[config.mk]
export PLATFORM = sky130hd
export DESIGN_NAME = banco_registros_param
export DESIGN_NICKNAME = d
export VERILOG_FILES = /design/src/rtl/banco_registros_param.sv
export SDC_FILE = /design/constraint.sdc
export NUM_CORES = 2
export LEC_CHECK = 0
export ABC_AREA = 1
export BUFFER_PORTS_ARGS = -buffer_cell sky130_fd_sc_hd__clkbuf_2
export CORE_ASPECT_RATIO = 2
export CORE_MARGIN = 4
export CORE_UTILIZATION = 55
export CTS_CLUSTER_DIAMETER = 80
export DETAILED_ROUTE_END_ITERATION = 7
export PLACE_DENSITY_LB_ADDON = 0.08
export SLEW_MARGIN = 20
export SYNTH_ARGS = -nofsm -noshare
export SYNTH_HDL_FRONTEND = slang
export SYNTH_SLANG_ARGS = --single-unit
[constraint.sdc]
create_clock -name clk -period 14 [get_ports clk]
set_input_delay 4.2 -clock clk [delete_from_list [all_inputs] [get_ports clk]]
set_output_delay 4.2 -clock clk [all_outputs]
set_load 0.03 [all_outputs]
[src/rtl/banco_registros_param.sv]
// rtl/banco_registros_param.sv - parametrised two-read/one-write register bank with post-reset clear sequencer
//
// Purpose:
//   Register bank with DEPTH entries of DATA_W bits. Entry 0 reads as zero and
//   has no storage. After reset a clear sequencer zeroes one entry per cycle.
//   Ready goes high when the sweep completes. Only then are writes accepted and
//   read data exposed.
//
// Ports:
//   clk            clock, all state changes on the rising edge
//   reset          synchronous reset, active-high
//   ReadRegister1  read port 1 address
//   ReadRegister2  read port 2 address
//   ReadData1      read port 1 data (combinational)
//   ReadData2      read port 2 data (combinational)
//   WriteRegister  write address
//   WriteData      write data
//   RegWrite       write enable
//   Ready          high once the clear sequence has finished
//
// Build option:
//   BANCO_BYPASS_EN  when defined, a read of the address being written in the
//                    same cycle returns WriteData (write-through). Otherwise it
//                    returns the value stored before the edge.

module banco_registros_param #(
    parameter int DATA_W = 32,
    parameter int ADDR_W = 5,
    parameter int DEPTH  = 32
) (
    input  logic              clk,
    input  logic              reset,
    input  logic [ADDR_W-1:0] ReadRegister1,
    input  logic [ADDR_W-1:0] ReadRegister2,
    output logic [DATA_W-1:0] ReadData1,
    output logic [DATA_W-1:0] ReadData2,
    input  logic [ADDR_W-1:0] WriteRegister,
    input  logic [DATA_W-1:0] WriteData,
    input  logic              RegWrite,
    output logic              Ready
);

    typedef enum logic {
        ST_CLEAR = 1'b0,
        ST_RUN   = 1'b1
    } state_t;

    localparam logic [ADDR_W-1:0] LAST_IDX  = ADDR_W'(DEPTH - 1);
    // One extra bit so DEPTH == 2**ADDR_W is representable for the range check.
    localparam logic [ADDR_W:0]   DEPTH_EXT = (ADDR_W + 1)'(DEPTH);

    state_t            r_state;
    state_t            w_state_next;
    logic [ADDR_W-1:0] r_clear_idx;
    logic [ADDR_W-1:0] w_clear_idx_next;
    logic [DATA_W-1:0] r_mem [1:DEPTH-1];
    logic              w_ready;
    logic              w_wr_en;
    logic [DATA_W-1:0] w_rd1;
    logic [DATA_W-1:0] w_rd2;

    assign w_ready = (r_state == ST_RUN);

    // The enable is qualified so that a write to entry 0 or to an address at or above DEPTH is dropped.
    assign w_wr_en = w_ready && RegWrite && (WriteRegister != '0)
                     && ({1'b0, WriteRegister} < DEPTH_EXT);

    always_ff @(posedge clk) begin
        if (reset) begin
            r_state     <= ST_CLEAR;
            r_clear_idx <= '0;
        end else begin
            r_state     <= w_state_next;
            r_clear_idx <= w_clear_idx_next;
        end
    end

    always_comb begin
        w_state_next     = r_state;
        w_clear_idx_next = r_clear_idx;
        if (r_state == ST_CLEAR) begin
            if (r_clear_idx == LAST_IDX) begin
                w_state_next     = ST_RUN;
                w_clear_idx_next = '0;
            end else begin
                w_clear_idx_next = r_clear_idx + ADDR_W'(1);
            end
        end
    end

    // Reset does not touch the contents. The clear sweep that follows reset is what zeroes the entries.
    always_ff @(posedge clk) begin
        if (!reset) begin
            for (int i = 1; i < DEPTH; i++) begin
                if (r_state == ST_CLEAR) begin
                    if (r_clear_idx == ADDR_W'(i)) begin
                        r_mem[i] <= '0;
                    end
                end else if (w_wr_en && (WriteRegister == ADDR_W'(i))) begin
                    r_mem[i] <= WriteData;
                end
            end
        end
    end

    // Address 0 and addresses at or above DEPTH never match an entry, so those reads stay 0.
    always_comb begin
        w_rd1 = '0;
        w_rd2 = '0;
        if (w_ready) begin
            for (int i = 1; i < DEPTH; i++) begin
                if (ReadRegister1 == ADDR_W'(i)) begin
                    w_rd1 = r_mem[i];
                end
                if (ReadRegister2 == ADDR_W'(i)) begin
                    w_rd2 = r_mem[i];
                end
            end
        end
`ifdef BANCO_BYPASS_EN
        if (w_wr_en && (ReadRegister1 == WriteRegister)) begin
            w_rd1 = WriteData;
        end
        if (w_wr_en && (ReadRegister2 == WriteRegister)) begin
            w_rd2 = WriteData;
        end
`else
`endif
    end

    assign ReadData1 = w_rd1;
    assign ReadData2 = w_rd2;
    assign Ready     = w_ready;

endmodule
==> run metrics <==
Synth Instances=6,310; highest clock rate=77.5 MHz; # hold bufs at CTS=0; P_leak=22.8 nW; Seq cells post-synth=998; Setup CP Type=in -> out; chip width=225 um; RSZ-0062 raised after global routing=no; crit path capture=ReadData2[12]; slowest CP cell=nor2_1; most frequent CP cell=nand4_1; top post-synthesis cells by count=nand2_1, nor2_1, edfxtp_1, inv_1, nand4_1; Core Rows=159; total wire length=198 mm; GR Layer Usage met2=67.9%; Fin. Hold Viols=0; Synthesized Nets=6,366; Final setup viols=0; Placer Congestion=0.985; CORE AREA=93,700 um^2; status=complete, but fails checks; root buf cell=clkbuf_16; die area=99,600 um^2; largest net degree at the start of global routing=65; clock buffer depth=3; Synth Area per Inst=8.22 um^2; Setup Skew=0.0169 ns; Post-Syn Area=51,900 um^2; register area share after synthesis=57.6%; Util after Layout=61.2%; Cell variety after synth=29; drt drc=1; initial antenna violation count=12; Crit path required time=9.80 ns; fin crit period=12.91 ns; Die Y=442 um; vias in the first global route=45,300; Max stage delay on crit path=0.65 ns; Num CTS Buffers=92; most numerous cell in the Yosys netlist=nand2_1; synth-to-layout area growth=10.5%; cts repair resizes=0; crit start category=input pin; top cell type's share of synthesized area=57.4%; met3 usage=7.56%; Slew Limit Headroom=25.2%; Worst Path Max Fanout=11; Top-Level Pins=115; htree depth=3; maximum capacitance violations=0; drt wl/cell=26.0 um; via count=45,800; hold crit path type=reg -> reg; Main synth FF type=edfxtp_1; period utilization=92.2%; path depth of the worst reg2reg path=6; worst-margin pin slew=1.12 ns; TritonRoute pass-1 iters=8; worst r2r src=Ready; R2R setup slack=10.94 ns; CTS Sinks=998; Reg-to-Reg End=r_mem[0][913]; share of layout cells above drive strength 1=9.45%; CTS clk-pin slew, worst paths=0.07 ns; Ys Warns=0; GR Util met1=38.9%; DRT antenna net count=0; maximum VDD drop=0.118 mV; worst skew pair latency=0.71 ns; first-pass GRT wire length=288 mm; 1st-iter DRT viols=4,868; failing checks=design-rule violations; cells along the critical path=clkbuf_2 > inv_1 > nor2_1 > buf_4 > nand2_1 > nor2_2 > nand2_1 > nand4_1 > nor2_1 > nand4_1 > nor2_1 > nand4_1 > nor2_1 > nand4_1 > nor2_1 > nand4_1 > nand2_1 > nand4_1 > nor2_1 > nand4_1 > nand2_1 > inv_1 > clkbuf_2; asr flop ratio synth=0%; pwr dens=111 nW/um^2; fin nets=6,373; WP data arrival=8.71 ns; EDFF count, synth=992; number of setup buffers added after CTS=0; Overall Global Routing Usage=39.2%; main area contributors after synthesis=edfxtp_1, nand2_1, nor2_1; Initial Util=55.4%; DR vias/cell=6.02; CTS tree=done; dpl hpwl=143 mm; Synth area leader=edfxtp_1; max-slew violations=0; critical path endpoint category=output port; CP startpoint=ReadRegister2[1]; Setup TNS=0 ns; port buffer count=114; grt ovf=0; GR peak layer=met2
[final cells by class]
cell class,count,area (um^2)
Clock inverter,50,445
Clock buffer,118,2510
Multi-Input combinational cell,4314,18500
Antenna cell,7,17.5
Tap cell,1207,1510
Timing Repair Buffer,319,2200
Fill cell,8162,36300
Inverter,592,2220
Sequential cell,998,29900
[critical path: cells and delay by family]
| kind | cells | cell delay [ns] |
|---|---|---|
| and+or+nand+nor | 18 | 3.86 |
| buffers and inverters | 5 | 0.63 |
[where the power goes]
group          leakage (nW)  total [mW]  internal [mW]  switching, mW
sequential             8.14        3.26           3.25        0.00710
clock                  1.45        2.57           1.40           1.17
combinational          13.2       0.519          0.122          0.397
total                  22.8        6.34           4.77           1.58
[cells in the final DEF (no fill, tap or decap), drive strengths merged]
cell type,n
a21oi,105
buf,205
bufinv,7
clkbuf,232
clkinv,44
clkinvlp,3
dfxtp,6
diode,7
edfxtp,992
ha,6
inv,588
nand2,1691
nand3,146
nand3b,1
nand4,458
nor2,1667
nor3,16
nor3b,4
o21ai,166
o22ai,1
o31ai,1
or2,52
[metrics by stage]
stage | power [mW] | hold WS, ns | instance area, um^2 | setup slack [ns] | instances
2_1_floorplan | 3.59 | 0.506 | 51900 | 3.37 | 6310
4_1_cts | 6.33 | 0.558 | 57300 | 1.46 | 7598
5_1_grt | 6.50 | 0.592 | 57300 | 0.939 | 7599
3_3_place_gp | 3.82 | 0.522 | 54400 | 1.50 | 7430
3_5_place_dp | 3.82 | 0.548 | 54400 | 1.46 | 7430
6_report | 6.34 | 0.553 | 57400 | 1.09 | 7605
[layer usage]
metal | up-vias | part of all wire, %
met5 | - | 0.029
li1 | 20500 | -
met2 | 2788 | 50
met1 | 21500 | 31
met3 | 965 | 8.2
met4 | 8 | 12
[state kept, by name, summed over array words and instances (netlist names)]
register,flops
r_clear_idx,5
r_mem,992
Ready,1
[logic make-up after synthesis]
logic type / Yosys count / synth area share, %
AO/OA/AOI/OAI: 273 / 2.64
adder cells (fa/ha/maj): 6 / 0.145
buffers and inverters: 998 / 7.35
flip-flops: 998 / 57.6
AND/OR/NAND/NOR: 4035 / 32.2
[how the worst min path moves through the flow]
stage | startpoint | to | slack, ns | depth (start not counted)
final | r_clear_idx[1] | r_clear_idx[1] | 0.55 | 2
after global routing | r_clear_idx[1] | r_clear_idx[1] | 0.59 | 2
after CTS | r_clear_idx[1] | r_clear_idx[1] | 0.56 | 2
after detailed placement | r_clear_idx[1] | r_clear_idx[1] | 0.55 | 2
after global placement | r_clear_idx[1] | r_clear_idx[1] | 0.52 | 2
after floorplan | r_clear_idx[1] | r_clear_idx[1] | 0.51 | 2
(Power assumes the default switching activity.)
